`config.mk`:
```
export PLATFORM = sky130hd
export DESIGN_NAME = icache_axi_refill
export DESIGN_NICKNAME = d
export VERILOG_FILES = /design/src/rtl/icache_axi_refill_pkg.sv /design/src/rtl/icache_axi_refill.sv
export SDC_FILE = /design/constraint.sdc
export NUM_CORES = 1
export LEC_CHECK = 0
export BUFFER_PORTS_ARGS = -buffer_cell sky130_fd_sc_hd__buf_2
export CAP_MARGIN = 20
export CORE_MARGIN = 4
export CORE_UTILIZATION = 50
export DETAILED_ROUTE_END_ITERATION = 12
export HOLD_SLACK_MARGIN = 0.05
export PLACE_DENSITY = 0.88
export SKIP_LAST_GASP = 1
export SYNTH_ARGS = -nofsm -noshare
export SYNTH_HDL_FRONTEND = slang
export SYNTH_SLANG_ARGS = --single-unit
```
`constraint.sdc`:
```
create_clock -name clk -period 2.31 [get_ports clk]
set_clock_uncertainty 0.1 [all_clocks]
set_input_delay 0.1155 -clock clk [delete_from_list [all_inputs] [get_ports clk]]
set_output_delay 0.1155 -clock clk [all_outputs]
set_load 0.03 [all_outputs]
```
`src/rtl/icache_axi_refill_pkg.sv`:
```
// Shared instruction-side cache and AXI definitions used by the line refill engine.
package icache_axi_refill_pkg;

    localparam int ICACHE_LINE_SIZE  = 32;
    localparam int ICACHE_LINE_WORDS = ICACHE_LINE_SIZE / 4;
    localparam int AXI_ID_WIDTH      = 4;

    typedef enum logic [1:0] {
        AXI_BURST_FIXED = 2'd0,
        AXI_BURST_INCR  = 2'd1,
        AXI_BURST_WRAP  = 2'd2
    } axi_burst_type_t;

    typedef enum logic [2:0] {
        AXI_SIZE_1B = 3'd0,
        AXI_SIZE_2B = 3'd1,
        AXI_SIZE_4B = 3'd2,
        AXI_SIZE_8B = 3'd3
    } axi_size_t;

    typedef enum logic [1:0] {
        AXI_RESP_OKAY   = 2'd0,
        AXI_RESP_EXOKAY = 2'd1,
        AXI_RESP_SLVERR = 2'd2,
        AXI_RESP_DECERR = 2'd3
    } axi_resp_t;

    typedef enum logic [1:0] {
        REFILL_IDLE,
        REFILL_AR,
        REFILL_R,
        REFILL_DONE
    } icache_refill_state_t;

endpackage

```
`src/rtl/icache_axi_refill.sv`:
```
// ICACHE line refill engine: one miss -> one AXI INCR burst -> one assembled line
// returned with an error flag over a valid/ready handshake.
module icache_axi_refill
    import icache_axi_refill_pkg::*;
#(
    parameter logic [AXI_ID_WIDTH-1:0] AXI_ID = '0,
    parameter int LINE_WORDS = ICACHE_LINE_WORDS
) (
    input  logic                      clk,
    input  logic                      rst_n,
    input  logic                      req_valid,
    output logic                      req_ready,
    input  logic [31:0]               req_addr,
    output logic                      resp_valid,
    input  logic                      resp_ready,
    output logic [LINE_WORDS*32-1:0]  resp_data,
    output logic                      resp_err,
    output logic [AXI_ID_WIDTH-1:0]   arid,
    output logic [31:0]               araddr,
    output logic [7:0]                arlen,
    output logic [2:0]                arsize,
    output logic [1:0]                arburst,
    output logic                      arvalid,
    input  logic                      arready,
    input  logic [AXI_ID_WIDTH-1:0]   rid,
    input  logic [31:0]               rdata,
    input  logic [1:0]                rresp,
    input  logic                      rlast,
    input  logic                      rvalid,
    output logic                      rready
);

    localparam int CNT_W = (LINE_WORDS > 1) ? $clog2(LINE_WORDS) : 1;
    localparam logic [CNT_W-1:0] LAST_BEAT = CNT_W'(LINE_WORDS - 1);

    icache_refill_state_t state_reg;
    logic [CNT_W-1:0]     cnt_reg;
    logic [31:0]          addr_reg;
    logic                 req_ready_reg;
    logic                 arvalid_reg;
    logic                 rready_reg;
    logic                 resp_valid_reg;
    logic                 err_reg;
    logic                 beat_fire;
    logic                 beat_bad;
    logic                 addr_lsb_unused;

    assign addr_lsb_unused = ^req_addr[4:0];
    assign beat_fire = (state_reg == REFILL_R) && rvalid && rready_reg;
    // EXOKAY counts as success; rlast must line up exactly with the final counted beat.
    assign beat_bad  = (rresp == AXI_RESP_SLVERR) || (rresp == AXI_RESP_DECERR) ||
                       (rid != AXI_ID) || (rlast != (cnt_reg == LAST_BEAT));

    always_ff @(posedge clk or negedge rst_n) begin
        if (!rst_n) begin
            state_reg      <= REFILL_IDLE;
            cnt_reg        <= '0;
            addr_reg       <= '0;
            req_ready_reg  <= 1'b0;
            arvalid_reg    <= 1'b0;
            rready_reg     <= 1'b0;
            resp_valid_reg <= 1'b0;
            err_reg        <= 1'b0;
        end else begin
            case (state_reg)
                REFILL_IDLE: begin
                    if (req_valid && req_ready_reg) begin
                        addr_reg      <= {req_addr[31:5], 5'b0};
                        cnt_reg       <= '0;
                        err_reg       <= 1'b0;
                        req_ready_reg <= 1'b0;
                        arvalid_reg   <= 1'b1;
                        state_reg     <= REFILL_AR;
                    end else begin
                        req_ready_reg <= 1'b1;
                    end
                end
                REFILL_AR: begin
                    if (arready) begin
                        arvalid_reg <= 1'b0;
                        rready_reg  <= 1'b1;
                        state_reg   <= REFILL_R;
                    end
                end
                REFILL_R: begin
                    if (beat_fire) begin
                        if (beat_bad) begin
                            err_reg <= 1'b1;
                        end
                        // The beat count, not rlast, closes the burst.
                        if (cnt_reg == LAST_BEAT) begin
                            rready_reg     <= 1'b0;
                            resp_valid_reg <= 1'b1;
                            state_reg      <= REFILL_DONE;
                        end else begin
                            cnt_reg <= cnt_reg + 1'b1;
                        end
                    end
                end
                REFILL_DONE: begin
                    if (resp_ready) begin
                        resp_valid_reg <= 1'b0;
                        req_ready_reg  <= 1'b1;
                        state_reg      <= REFILL_IDLE;
                    end
                end
                default: state_reg <= REFILL_IDLE;
            endcase
        end
    end

    genvar gi;
    generate
        for (gi = 0; gi < LINE_WORDS; gi++) begin : g_line
            logic [31:0] word_reg;
            always_ff @(posedge clk or negedge rst_n) begin
                if (!rst_n) begin
                    word_reg <= '0;
                end else if (beat_fire && (cnt_reg == CNT_W'(gi))) begin
                    word_reg <= rdata;
                end
            end
            assign resp_data[gi*32 +: 32] = word_reg;
        end
    endgenerate

    assign req_ready  = req_ready_reg;
    assign arvalid    = arvalid_reg;
    assign rready     = rready_reg;
    assign resp_valid = resp_valid_reg;
    assign resp_err   = err_reg;
    assign arid       = AXI_ID;
    assign araddr     = addr_reg;
    assign arlen      = 8'(LINE_WORDS - 1);
    assign arsize     = AXI_SIZE_4B;
    assign arburst    = AXI_BURST_INCR;

endmodule

```
==> results of run 1 <==
## tightest hold or removal path, cell delays in order
cell           delay (ps)
dlygate4sd3_1         520
buf_2                  90
mux2_2                120
## power by group
part | total (uW) | switching (uW) | internal (uW)
Sequential | 7690 | 912 | 6780
Clock | 4750 | 1960 | 2790
Combinational | 8130 | 5280 | 2850
Total | 20600 | 8160 | 12400
## worst max-delay path by stage
| stage | start | depth (start not counted) | to | slack (ps) |
|---|---|---|---|---|
| final | cnt_reg[1]$_DFFE_PN0P_ | 6 | resp_err$_DFFE_PN0P_ | 130 |
| after global routing | cnt_reg[1]$_DFFE_PN0P_ | 6 | resp_err$_DFFE_PN0P_ | 20 |
| after CTS | cnt_reg[1]$_DFFE_PN0P_ | 6 | resp_err$_DFFE_PN0P_ | 120 |
| after detailed placement | state_reg[0]$_DFFE_PN0P_ | 6 | g_line[4].word_reg[28]$_DFFE_PN0P_ | 210 |
| after global placement | state_reg[0]$_DFFE_PN0P_ | 6 | g_line[4].word_reg[28]$_DFFE_PN0P_ | 230 |
| after floorplan | state_reg[0]$_DFFE_PN0P_ | 7 | g_line[1].word_reg[0]$_DFFE_PN0P_ | 410 |
## placed cells by master, fill, tap and decap left out, types with 2 or more instances in the layout
cell type and count:
dlygate4sd3_1 67, nand2_2 3, mux2_2 252, clkinvlp_4 3, bufinv_16 2, buf_2 357
clkbuf_1 3, mux2_1 2, dfrtp_1 293, o21ai_0 8, a21boi_0 2, nand3_2 2
clkbuf_8 8, nand2_1 9, nand3_1 4, conb_1 22, clkinv_2 6, mux2_4 30
a21oi_1 4, clkbuf_16 29, ha_1 10, nor2b_1 2, buf_12 13, inv_1 6
buf_4 16
## layer usage
metal  up-vias  GRT usage [%]  routed length, um
met4         0          8.047                986
met3        77          5.721               1902
met2       308          43.59              16480
met1      3969          27.90              11690
met5         -              0                  0
li1       3328              -                  -
## metrics by stage
stage | hold WS [ps] | util (%) | cell area [sq um]
after floorplan | -280.1 | - | 11500
after global placement | 40.83 | 60.76 | 13710
after detailed placement | 46.79 | 60.76 | 13710
after CTS | 216.8 | 68.16 | 15380
after global routing | 245.8 | 68.16 | 15380
final | 245.2 | 68.16 | 15380
## timing repair
| action | in CTS | in global routing |
|---|---|---|
| hold endpoints to repair | 583 | 0 |
| hold buffers | 68 | 0 |
| setup buffers | 0 | 0 |
| gates resized for setup | 0 | 0 |
| setup endpoints to repair | 0 | 0 |
## area by class of cell
cell class / count / area [sq um] / area share [%]
multi-input combinational: 368 / 3837 / 24.94
clock inverter: 12 / 132.6 / 0.8621
clock buffer: 40 / 847.1 / 5.506
inverter: 7 / 26.28 / 0.1708
sequential: 293 / 7332 / 47.66
timing repair buffer: 454 / 2853 / 18.54
tap: 285 / 356.6 / 2.318
## cells by family (layout without fill, tap and decap cells)
logic type      after synthesis  in the layout  share of synthesized area (%)
compound gates               20             20                          1.085
xor+xnor                      1              1                        0.07670
fa+ha+maj                    10             10                          1.096
buf+inv                      59            513                          3.078
flops                       293            293                          64.20
mux                         285            285                          29.08
other cells                   2             22                        0.06576
simple gates                 30             30                          1.326
==> impl_metrics.ini, run 1 <==
[placement]
dp.cells = 1339
port-buffer-count = 358
hpwlAfterDp_um = 20480
gp_congestion = 0.7891
place_ws_ps = 213.4

[critical_path]
slowest_delay_ps = 600
required_ps = 2640
r2r_start = cnt_reg[1]$_DFFE_PN0P_
endpoint_kind = flip-flop
critPathMostFrequentCell = ha_1
cp_top_family = buffers and inverters
start_kind = flip-flop
reg2reg_depth = 6
critical_path.cell_chain = ha_1 > ha_1 > xor2_1 > nor4_1 > dlygate4sd3_1 > a21oi_1
crit_arrival_ps = 2510
crit_slowest_cell = dlygate4sd3_1
r2r_slack_ps = 130
r2r_end = resp_err$_DFFE_PN0P_
critPathKind = reg2reg
cp_num_buf_inv = 1
cp_max_fo = 5

[hold_path]
hold_end = araddr[29]$_DFFE_PN0P_
hold_path.class = in2reg
hold_path_depth = 3
min_from = req_addr[29]

[timing]
fmax_mhz = 457.9
slew_violations = 0
period_share_pct = 94.54
fin_ws_ps = 126.1
rsz0062_at_grt = no
hold_viol_final = 0
setup_viol = 0
setup_tns_ps = 0
fin_crit_ps = 2184

[synthesis]
syn_inst = 700
synthDistinctLibCells = 36
synth_top_area_cell = dfrtp_1
netlist_area_sq_um = 11420
synth_common_cells = dfrtp_1 (293), mux2_2 (252), mux2_4 (30)
synth_top_area_share_pct = 64.20
synth-edff-count = 0
synth_area_leaders = dfrtp_1 (64%), mux2_2 (25%), mux2_4 (3.9%)
seq_area_frac_synth_pct = 64.20
synth.most_common_cell = dfrtp_1
ys.flop_type = dfrtp_1
async_flop_share_pct = 100.0
synth_seq_cells = 293
syn_avg_cell_area_sq_um = 16.32
synth_warnings = 0

[grt]
grt_pass1_wl_um = 48400
grt.total_usage_pct = 23.96
grt_max_degree = 54
grt_pass1_vias = 8508
grt_overflow = 0
antenna_found_initial = 0

[clock_tree]
h-tree-depth = 1
clock_sinks = 293
cts-root-buf = clkbuf_16
cts_buffers = 29
clk_pin_slew_ps = 60
cts_tree = built
clk_latency_ps = 560
clk_path_buf_depth = 3

[power]
ir_drop_v = 0.0008224
finalPower_uw = 20570
leakage_uw = 0.008462
p_per_area_nw_per_um2 = 1337

[layout]
n_antenna_cell = 0
fill_cells = 1484
area_delta_synth_final_pct = 34.71
layout-drive-gt1-share_pct = 61.84
largest_reg_flops = 256
final_cell_count_no_fill = 1459
fin_nets = 1240

[floorplanning]
fp.dieH_um = 159.1
core_area_sq_um = 22570
die-area_sq_um = 25320
start_util_pct = 50.60
die_x_um = 159.1
placementRows = 55
pin_count = 387

[drt]
wl_um = 31060
drt_iter0_drc = 333
wl_per_cell_um = 21.29
via_per_inst = 5.265
antenna_left = 0
firstDrtPassIters = 4
vias = 7682
drc = 0

[run]
max-cap-violations = 0

[run_status]
status = finished, final reports clean
No activity file was read; power rests on OpenSTA's default activity.
==> inputs of run 2 (changes only) <==
ABC_AREA = 1   (was default)
CORE_UTILIZATION = 51   (was 50)
==> run 2 against run 1 <==
  * Flip-flop and latch count is the same
  * Clock power rose by 7.2%
  * Routed wire length is 12% higher
  * Hold slack got worse by 200 ps
  * Largest power group is now registers
==> impl_metrics.ini, run 2 <==
[timing]
rsz0062_at_grt = no
setup_tns_ps = 0
slew_violations = 0
period_share_pct = 91.81
fmax_mhz = 471.5
hold_viol_final = 0
tightest_slew_ps = 725.2
fin_crit_ps = 2121
setup_viol = 0
slew_headroom_pct = 51.35

[clock_tree]
clk_latency_ps = 540
cts_resized = 0
clock_sinks = 293
cts-root-buf = clkbuf_16
post_cts_buffers = 0
clk_pin_slew_ps = 60
h-tree-depth = 1
cts_buffers = 29
cts_tree = built
clk_path_buf_depth = 3

[drt]
vias = 9638
wl_per_cell_um = 18.60
drc = 0
wl_um = 34690
via_per_inst = 5.168
antenna_left = 0
drt_iter0_drc = 683
firstDrtPassIters = 5

[grt]
grt_max_degree = 76
grt_pass1_vias = 10170
grt_overflow = 0
grt_pass1_wl_um = 55390
antenna_found_initial = 0
grt.total_usage_pct = 26.51

[critical_path]
cp_max_fo = 24
crit_arrival_ps = 2470
required_ps = 2660
endpoint_kind = flip-flop
critPathKind = reg2reg
start_kind = flip-flop

[power]
p_per_area_nw_per_um2 = 1195
leakage_uw = 0.008300
ir_drop_v = 0.001078
finalPower_uw = 18730

[run]
max-cap-violations = 0

[layout]
largest_reg_flops = 256
fin_nets = 1617
fill_cells = 1530
final_cell_count_no_fill = 1865
multi_input_area_sq_um = 3821
seq_area_sq_um = 7332
final_common_cell = buf_2
final_cell_mix = buf_2 (357), dfrtp_1 (293), nor2_1 (202)
n_antenna_cell = 0
area_delta_synth_final_pct = 30.69
layout-drive-gt1-share_pct = 39.95
final_core_util_pct = 68.57

[synthesis]
netlist_area_sq_um = 11990
async_flop_share_pct = 100.0
syn_avg_cell_area_sq_um = 10.94
ys.flop_type = dfrtp_1
synth.most_common_cell = dfrtp_1
synth_common_cells = dfrtp_1 (293), nor2_1 (202), nand2_1 (180)
synth-edff-count = 0
synth_top_area_share_pct = 61.16
seq_area_frac_synth_pct = 61.16
synth_warnings = 0
syn_inst = 1096
synthDistinctLibCells = 26
synth_top_area_cell = dfrtp_1
synth_seq_cells = 293
synth_area_leaders = dfrtp_1 (61%), a21oi_2 (12%), nor2_1 (6.3%)

[placement]
dp.cells = 1742
port-buffer-count = 358
hpwlAfterDp_um = 21790
gp_congestion = 0.8009

[run_status]
status = finished, final reports clean

[floorplanning]
placementRows = 55
start_util_pct = 52.47
core_area_sq_um = 22850
die_x_um = 161.3
pin_count = 387
die-area_sq_um = 26020
fp.dieH_um = 161.3

[hold_path]
hold_path.class = in2async
==> run 2: cell count changes after synthesis, moves of 30 or more <==
cell / change
mux2_2: -252
nand2_1: +168
mux2_4: -30
a21oi_2: +168
inv_1: +42
buf_6: +41
nor2_1: +201
o21ai_0: +38
==> run 2: worst paths after layout <==
kind                                     startpoint                                 end  slack [ps]  cells past startpoint
setup reg to reg           state_reg[0]$_DFFE_PN0P_  g_line[6].word_reg[30]$_DFFE_PN0P_         190                      8
max in group asynchronous                     rst_n   g_line[0].word_reg[1]$_DFFE_PN0P_        1170                      3
setup / recovery           state_reg[0]$_DFFE_PN0P_  g_line[6].word_reg[30]$_DFFE_PN0P_         190                      8
min in group clk                       req_addr[11]              araddr[11]$_DFFE_PN0P_         210                      4
hold / removal                                rst_n  g_line[1].word_reg[13]$_DFFE_PN0P_          40                      2
hold reg to reg              araddr[26]$_DFFE_PN0P_              araddr[26]$_DFFE_PN0P_         380                      2
==> run 2: per-stage QoR <==
stage	setup slack, ps	hold slack [ps]	cell area [sq um]
after floorplan	511.3	-280.1	12060
after global placement	308.3	30.16	13910
after detailed placement	243.2	37.56	13910
after CTS	232.3	61.40	15670
after global routing	48.74	72.10	15670
final	189.1	40.49	15670
==> run 2: critical path, cell delays in order (launching register included) <==
cell and delay, ps:
dfrtp_1 420, inv_1 90, ha_1 330, nand3_4 100
buf_4 220, nor2_8 120, buf_4 330, nor2_1 130
a21oi_2 180
==> run 2: cell families after synthesis <==
| family | synth area share (%) |
|---|---|
| other cells | 0.06265 |
| buf+inv | 7.588 |
| flops | 61.16 |
| simple gates | 13.81 |
| fa+ha+maj | 1.044 |
| compound gates | 16.33 |
==> run 2: cell type report <==
cell class                 count  area share, %
clock buffer                  40          5.599
clock inverter                13          1.142
inverter                      50          1.230
multi-input combinational    697          24.39
sequential                   293          46.80
tap                          313          2.500
timing repair buffer         459          18.34
==> run 2: what timing repair did <==
| item | 4_1_cts | 5_1_grt |
|---|---|---|
| hold endpoints to repair | 562 | 0 |
| setup endpoints to repair | 0 | 0 |
| hold buffers | 70 | 0 |
==> run 2: layer usage <==
layer	global-route usage (%)	wire, um
met2	45.07	17130
met4	10.66	1502
met1	32.55	13220
met3	6.762	2840
met5	0	0
==> run 2: power by group <==
group	total, uW	internal, uW	switching [uW]
combinational	6600	1910	4690
sequential	7040	6310	727
clock	5090	3100	2000
total	18700	11300	7410
